==> src/rtl/layer_colorizer.sv <==
// layer_colorizer: composites sprite/bullet layers, world map and ROM images into VGA RGB.
// Optional macro LAYER_COLORIZER_FADE_EN adds a frame-stepped fade-out/fade-in on mode changes.
module layer_colorizer #(
  parameter int          NUM_LAYERS = 4,
  parameter logic [11:0] OBST_COLOR = 12'h840,
  parameter logic [11:0] BG_COLOR   = 12'hFFF
) (
  input  logic                      clk,
  input  logic                      reset,
  input  logic [11:0]               pixel_column,
  input  logic [11:0]               pixel_row,
  input  logic                      video_on,
  input  logic                      frame_start,
  input  logic [12*NUM_LAYERS-1:0]  layer_color,
  input  logic [NUM_LAYERS-1:0]     layer_flag,
  input  logic [1:0]                world_pixel,
  input  logic [1:0]                mode_req,
  input  logic                      mode_req_valid,
  output logic                      mode_req_ready,
  output logic [15:0]               rom_addr,
  input  logic [11:0]               rom_data,
  output logic [1:0]                mode_cur,
  output logic [3:0]                VGA_R,
  output logic [3:0]                VGA_G,
  output logic [3:0]                VGA_B
);

  localparam logic [1:0] MODE_GAME = 2'd1;
  localparam logic [4:0] LVL_MAX   = 5'd16;

  function automatic logic [3:0] scale_chan(input logic [3:0] c, input logic [4:0] lvl);
    return 4'((9'(c) * 9'(lvl)) >> 4);
  endfunction

  logic [7:0]  row_q, col_q;
  logic [11:0] game_color;
  logic [11:0] game_color_p0, game_color_p1;
  logic        vld_p0, vld_p1;
  logic [11:0] pix_src, rgb;
  logic [4:0]  level;
  logic [1:0]  mode_pend;
  logic        start_chg;
  logic        unused_wp;

  // Only bit 0 of the map code distinguishes obstacle from background.
  assign unused_wp = world_pixel[1];

  assign row_q = 8'(pixel_row / 12'd3);
  assign col_q = 8'(pixel_column >> 2);

  always_comb begin
    game_color = world_pixel[0] ? OBST_COLOR : BG_COLOR;
    for (int k = NUM_LAYERS - 1; k >= 0; k--) begin
      if (layer_flag[k]) game_color = layer_color[12*k +: 12];
    end
  end

  // p0: ROM address issued, sidebands captured
  // p1: sidebands aligned with rom_data returned by the ROM
  always_ff @(posedge clk) begin
    if (reset) begin
      rom_addr      <= '0;
      vld_p0        <= 1'b0;
      vld_p1        <= 1'b0;
      game_color_p0 <= '0;
      game_color_p1 <= '0;
    end else begin
      rom_addr      <= {row_q, col_q};
      vld_p0        <= video_on;
      game_color_p0 <= game_color;
      vld_p1        <= vld_p0;
      game_color_p1 <= game_color_p0;
    end
  end

  always_comb begin
    pix_src = (mode_cur == MODE_GAME) ? game_color_p1 : rom_data;
    rgb     = '0;
    if (vld_p1) begin
      rgb = {scale_chan(pix_src[11:8], level),
             scale_chan(pix_src[7:4],  level),
             scale_chan(pix_src[3:0],  level)};
    end
  end

  assign VGA_R = rgb[11:8];
  assign VGA_G = rgb[7:4];
  assign VGA_B = rgb[3:0];

`ifdef LAYER_COLORIZER_FADE_EN
  typedef enum logic [1:0] {S_IDLE, S_FADE_OUT, S_FADE_IN} state_t;
`else
  typedef enum logic [1:0] {S_IDLE, S_WAIT} state_t;
`endif

  state_t state, state_nxt;

  assign start_chg = mode_req_valid && mode_req_ready && (mode_req != mode_cur);

  always_ff @(posedge clk) begin
    if (reset) state <= S_IDLE;
    else       state <= state_nxt;
  end

  always_comb begin
    mode_req_ready = (state == S_IDLE);
  end

`ifdef LAYER_COLORIZER_FADE_EN
  always_comb begin
    state_nxt = state;
    case (state)
      S_IDLE:     if (start_chg) state_nxt = S_FADE_OUT;
      S_FADE_OUT: if (frame_start && level == 5'd1) state_nxt = S_FADE_IN;
      S_FADE_IN:  if (frame_start && level == 5'd15) state_nxt = S_IDLE;
      default:    state_nxt = S_IDLE;
    endcase
  end

  // A frame_start coinciding with the accept is already the first fade step.
  always_ff @(posedge clk) begin
    if (reset) begin
      level     <= LVL_MAX;
      mode_cur  <= 2'd0;
      mode_pend <= 2'd0;
    end else begin
      case (state)
        S_IDLE: begin
          if (start_chg) begin
            mode_pend <= mode_req;
            if (frame_start) level <= level - 5'd1;
          end
        end
        S_FADE_OUT: begin
          if (frame_start) begin
            level <= level - 5'd1;
            if (level == 5'd1) mode_cur <= mode_pend;
          end
        end
        S_FADE_IN: begin
          if (frame_start) level <= level + 5'd1;
        end
        default: level <= LVL_MAX;
      endcase
    end
  end
`else
  assign level = LVL_MAX;

  always_comb begin
    state_nxt = state;
    case (state)
      S_IDLE:  if (start_chg) state_nxt = S_WAIT;
      S_WAIT:  if (frame_start) state_nxt = S_IDLE;
      default: state_nxt = S_IDLE;
    endcase
  end

  // Mode switches on a frame boundary so a frame never shows two images.
  always_ff @(posedge clk) begin
    if (reset) begin
      mode_cur  <= 2'd0;
      mode_pend <= 2'd0;
    end else begin
      if (start_chg) mode_pend <= mode_req;
      if (state == S_WAIT && frame_start) mode_cur <= mode_pend;
    end
  end
`endif

endmodule

==> config.mk <==
export PLATFORM = sky130hd
export DESIGN_NAME = layer_colorizer
export DESIGN_NICKNAME = d
export VERILOG_FILES = /design/src/rtl/layer_colorizer.sv
export SDC_FILE = /design/constraint.sdc
export NUM_CORES = 1
export LEC_CHECK = 0
export ABC_CLOCK_PERIOD_IN_PS = 4450
export CAP_MARGIN = 20
export CORE_MARGIN = 2
export CORE_UTILIZATION = 43
export CTS_CLUSTER_SIZE = 40
export DETAILED_ROUTE_END_ITERATION = 7
export PLACE_DENSITY_LB_ADDON = 0.25
export SLEW_MARGIN = 20
export SYNTH_ARGS = -nofsm -noshare
export SYNTH_HDL_FRONTEND = slang
export SYNTH_SLANG_ARGS = --single-unit
==> constraint.sdc <==
create_clock -name clk -period 4.45 [get_ports clk]
set_input_delay 0.89 -clock clk [delete_from_list [all_inputs] [get_ports clk]]
set_output_delay 0.89 -clock clk [all_outputs]
set_load 0.02 [all_outputs]
==> results of run 1 <==
## sequential cells by signal (all words and copies together) (netlist names)
name,count
rom_addr,16
game_color_p0,12
game_color_p1,12
mode_cur,2
mode_pend,2
state,1
vld_p0,1
vld_p1,1
## synth_stat cells, drive strengths merged (5+ instances only)
master and instances:
nand2b 7, clkbuf 20, dfxtp 47, a21boi 12
a21oi 68, and3 5, inv 6, nor2b 24
nand3 7, o21ai 16, nor2 71, o22ai 5
buf 7, nand2 46
## area by class of cell
class                      instances  share of cell area (%)
clock buffer                       5                   1.605
clock inverter                     3                   1.080
inverter                           7                  0.6128
multi-input combinational        325                   42.84
sequential                        47                   21.94
tap                               80                   2.334
timing repair buffer             129                   29.59
## metrics by stage
stage          instance area [sq um]  setup slack [ns]  instances  hold WS [ns]
2_1_floorplan                   2933             1.063        406        0.4138
3_3_place_gp                    4173            0.2752        588        0.4186
3_5_place_dp                    4173            0.1664        588        0.4256
4_1_cts                         4288            0.4864        596        0.4488
5_1_grt                         4288            0.2414        596        0.4682
6_report                        4288            0.4586        596        0.4452
## logic make-up after synthesis
family | count (synthesis)
compound gates | 129
fa+ha+maj | 1
buf+inv | 34
simple gates | 186
flops | 47
xor+xnor | 5
mux | 4
## critical path, stage by stage
cell and delay (ns):
clkdlybuf4s50_1 0.68, buf_4 0.23, nand4bb_1 0.15, a21oi_1 0.10
o22a_2 0.23, nor2_2 0.36, o211ai_1 0.16, a221o_2 0.44
ha_1 0.26, nor3_2 0.26, mux2i_1 0.24, a41oi_2 0.14
## where the power goes
group / switching [mW] / leakage (nW) / internal (mW)
logic: 0.170 / 1.18 / 0.182
clock network: 0.153 / 0.0548 / 0.169
registers: 0.00976 / 0.389 / 0.448
## layer usage
| metal | part of all wire, % | vias to the layer above | track usage (%) |
|---|---|---|---|
| li1 | - | 1641 | - |
| met1 | 43 | 1385 | 25.73 |
| met2 | 48 | 130 | 36.15 |
| met3 | 7.6 | 15 | 4.857 |
| met4 | 1.6 | 0 | 6.108 |
| met5 | 0 | - | 0 |
## worst max path at each step
stage                   to  slack, ns  cells after the start          start
2_1_floorplan  rom_addr[8]       1.06                     11  pixel_row[11]
4_1_cts        rom_addr[8]       0.49                     11  pixel_row[11]
3_5_place_dp   rom_addr[8]       0.17                     11  pixel_row[11]
3_3_place_gp   rom_addr[8]       0.28                     11  pixel_row[11]
6_report       rom_addr[8]       0.46                     12  pixel_row[11]
5_1_grt        rom_addr[8]       0.24                     11  pixel_row[11]
==> results.toml, run 1 <==
[synthesis]
synth-seq-area-share_pct = 32.08
synth_top_family_by_area = "simple AND/OR/NAND/NOR gates"
synth_fp_nets = 504
netlist_area_sq_um = 2933
synth-edff-count = 0
synthSimpleGateAreaFrac_pct = 30.93
synthXorXnorAreaFrac_pct = 1.493
yosysTopAreaCell = "dfxtp_1"
avgSynthCellArea_sq_um = 7.224
synth_cell_types = 62
synth.area.top_cells = "dfxtp_1 32%, a21oi_1 11%, nor2_1 9.0%, nand2_1 5.8%, nor2b_1 5.1%"
muxShareOfSynthArea_pct = 1.365
synth-compound-area-share_pct = 28.41
synth_top_area_share_pct = 32.08
yosys_warnings = 0
async_flop_share_pct = 0
ys_ff_latch = 47
synthAdderAreaFrac_pct = 0.4266
synth_ff_type = "dfxtp_1"
syn_inst = 406

[critical_path]
cp-end-kind = "register"
required_ns = 4.60
timing.rr.start = "mode_cur[0]"
path_max_fanout = 12
worstPathArrival_ns = 4.14
start_kind = "input port"
r2r_cells = 4
ff2ff_setup_slack_ns = 3.27
path_class = "in -> reg"
r2r_end = "mode_pend[1]"

[place]
io_buffers = 122
hpwlAfterDp_mm = 6.012
gp_congestion = 0.8601

[clock_network]
h-tree-depth = 2
cts_tree = "built"
hold_buffers = 0
cts_resized = 0
cts_setup_buffers = 0
worstSkewPairLatency_ns = 0.31
cts.sinks = 47
cts_buffer_depth = 2
cts-root-buf = "clkbuf_8"
cts_inserted_buffers = 5
path_clk_slew_ns = 0.09

[global_route]
grt_pass1_vias = 2914
grt.overflow.total = 0
grt_pass1_wl_mm = 12.90
antenna_found_initial = 0
grt_max_degree = 48
grtUsageTotal_pct = 20.86

[routing]
drtPass1Iterations = 4
final_antenna_net_count = 0
drt_iter0_drc = 116
wl_per_cell_um = 13.27
dr_total_vias = 3171
routed_via_density = 5.320
routed_wl_mm = 7.907
drc = 0

[pwr]
power_leakage_nw = 1.626
power_density_nw_per_um2 = 264.1
total_power_mw = 1.132
irDropWorstVdd_mv = 0.1312

[timing]
slew_headroom_pct = 43.55
finalCriticalPeriod_ns = 3.991
worst_pin_slew_ns = 0.8468
max_freq_ghz = 0.2505
hold_viol = 0
skew_ns = 0.006386
maxSlewViolCount = 0
period_share_pct = 89.69
setup_viol = 0
rsz0062_at_grt = "no"
setup_tns_ns = 0

[worst_hold_path]
min_delay_worst_endpoint = "game_color_p1[11]"
min_from = "game_color_p0[11]"
min_path_type = "reg -> reg"
min_delay_path_depth = 1

[cells_and_area]
final_common_cell = "clkdlybuf4s50_1"
final_cell_mix = "121 x clkdlybuf4s50_1, 70 x nor2_1, 67 x a21oi_1, 47 x dfxtp_1, 45 x nand2_1"
layout-drive-gt1-share_pct = 6.008
multi_input_area_sq_um = 1837
nFillCells = 622
nets = 613
area_growth_syn_to_layout_pct = 46.20
num_antenna_cells = 0
seq_area_sq_um = 940.9
final_util_pct = 64.18

[floorplan]
ios = 128
die_w_um = 86.59
core_area_sq_um = 6681
initial_core_util_pct = 43.90
fp.dieH_um = 86.59
die-area_sq_um = 7497
rows = 30

[flow_run]
cap_violations = 0

[run_status]
status = "finished, final reports clean"
(Power assumes the default switching activity.)
==> inputs of run 2 (changes only) <==
--- a/config.mk
+++ b/config.mk
@@ -11,6 +11,7 @@
 export CORE_UTILIZATION = 43
 export CTS_CLUSTER_SIZE = 40
 export DETAILED_ROUTE_END_ITERATION = 7
+export GPL_ROUTABILITY_DRIVEN = 0
 export PLACE_DENSITY_LB_ADDON = 0.25
 export SLEW_MARGIN = 20
 export SYNTH_ARGS = -nofsm -noshare
==> run 2 against run 1 <==
Largest power group unchanged. Die area did not move. Combinational power barely moved. Clock skew up 0.0019 ns. Critical path type unchanged. Fmax decreased by 0.72%. Largest cell class unchanged. Clock power rose by 2%.
==> results.toml, run 2 (synthesis gave the netlist of run 1 again) <==
[critical_path]
cp-end-kind = "register"
worstPathArrival_ns = 4.17
crit_chain = "clkdlybuf4s50_1 > or4b_1 > mux2i_1 > o22a_1 > nor2_1 > buf_4 > a221o_2 > ha_1 > nor3_2 > mux2i_1 > a41oi_2"
required_ns = 4.59
start_kind = "input port"
crit_path_max_incr_delay_ns = 0.63
path_class = "in -> reg"
path_max_fanout = 13
crit_top_cell = "mux2i_1"
crit_path_top_delay_cell = "or4b_1"

[pwr]
irDropWorstVdd_mv = 0.1452
power_leakage_nw = 1.642
power_density_nw_per_um2 = 264.4

[floorplan]
ios = 128
die_w_um = 86.59
fp.dieH_um = 86.59
die-area_sq_um = 7497
core_area_sq_um = 6681
initial_core_util_pct = 43.90
rows = 30

[timing]
period_share_pct = 90.34
hold_viol = 0
rsz0062_at_grt = "no"
slew_headroom_pct = 40.95
setup_viol = 0
skew_ns = 0.008251
maxSlewViolCount = 0
worst_pin_slew_ns = 0.8840
setup_tns_ns = 0
max_freq_ghz = 0.2487
finalCriticalPeriod_ns = 4.020

[place]
hpwlAfterDp_mm = 6.010
io_buffers = 122

[routing]
drt_iter0_drc = 121
wl_per_cell_um = 13.10
final_antenna_net_count = 0
routed_wl_mm = 7.836
routed_via_density = 5.348
dr_total_vias = 3198
drtPass1Iterations = 4
drc = 0

[clock_network]
cts.sinks = 47
path_clk_slew_ns = 0.09
worstSkewPairLatency_ns = 0.30
cts_buffer_depth = 2
cts_tree = "built"
hold_buffers = 0
cts_setup_buffers = 0
cts-root-buf = "clkbuf_8"
cts_inserted_buffers = 5
cts_resized = 0
h-tree-depth = 2

[global_route]
antenna_found_initial = 0
grt.overflow.total = 0
grt_pass1_vias = 2854
grtUsageTotal_pct = 20.80
grt_pass1_wl_mm = 12.79
grt_max_degree = 48

[cells_and_area]
top_regs = "rom_addr x16, game_color_p0 x12, game_color_p1 x12"
nets = 615
regMostFlops = "rom_addr"
num_antenna_cells = 0
area_growth_syn_to_layout_pct = 46.93
layout-drive-gt1-share_pct = 6.371
final_common_cell = "clkdlybuf4s50_1"
largest_register_ff_count = 16
final_util_pct = 64.49
final_cell_mix = "121 x clkdlybuf4s50_1, 70 x nor2_1, 67 x a21oi_1, 47 x dfxtp_1, 45 x nand2_1"

[worst_hold_path]
min_path_type = "reg -> reg"

[run_status]
status = "finished, final reports clean"

[flow_run]
cap_violations = 0
-- run 2: changes by cell type in the layout (fill, tap and decap cells not counted), sizes merged --
cell / change
buf: +2
clkbuf: +1
clkinvlp: -1
-- run 2: final timing paths --
path | slack (ns) | to | cells after the start | from
hold reg to reg | 0.44 | game_color_p1[1] | 1 | game_color_p0[1]
setup / recovery | 0.43 | rom_addr[8] | 11 | pixel_row[11]
setup reg to reg | 3.27 | mode_pend[1] | 4 | mode_cur[0]
hold / removal | 0.44 | game_color_p1[1] | 1 | game_color_p0[1]
-- run 2: cell type report --
cell class              instances  area [sq um]
inverters                       7         26.28
flip-flops and latches         47         940.9
repair buffers                131          1284
well taps                      80         100.1
multi-input cells             325          1837
fillers                       619          2372
clock inverters                 2         38.79
clock buffers                   6         82.58
-- run 2: metal layers --
metal / share of wire, % / GRT usage, % / vias up
met3: 7.0 / 4.476 / 13
met2: 48 / 35.59 / 119
li1: - / - / 1640
met5: 0 / 0 / -
met1: 43 / 26.07 / 1426
met4: 1.7 / 6.534 / 0
-- run 2: critical path: cells and delay by family --
family / cells / cell delay, ns
fa+ha+maj: 1 / 0.25
compound gates: 3 / 0.74
simple gates: 3 / 0.97
mux: 2 / 0.51
buf+inv: 2 / 0.81
-- run 2: where the power goes --
| group | switching, mW | internal (mW) | total, mW |
|---|---|---|---|
| sequential | 0.00897 | 0.448 | 0.457 |
| combinational | 0.170 | 0.183 | 0.353 |
| clock | 0.145 | 0.185 | 0.329 |
-- run 2: metrics by stage --
step / cell area [sq um] / hold slack, ns / std cells / worst slack, ns / power, mW
after floorplan: 2933 / 0.4138 / 406 / 1.063 / 0.6651
after global placement: 4188 / 0.4180 / 590 / 0.2404 / 0.8093
after detailed placement: 4188 / 0.4274 / 590 / 0.1177 / 0.8179
after CTS: 4309 / 0.4459 / 598 / 0.4361 / 1.151
after global routing: 4309 / 0.4584 / 598 / 0.1984 / 1.206
final: 4309 / 0.4417 / 598 / 0.4298 / 1.139
==> inputs of run 3 (changes only) <==
--- a/config.mk
+++ b/config.mk
@@ -6,7 +6,6 @@
 export NUM_CORES = 1
 export LEC_CHECK = 0
 export ABC_CLOCK_PERIOD_IN_PS = 4450
-export CAP_MARGIN = 20
 export CORE_MARGIN = 2
 export CORE_UTILIZATION = 43
 export CTS_CLUSTER_SIZE = 40
==> results of run 3 <==
Final layout, timing and power as in run 2 (identical DEF).
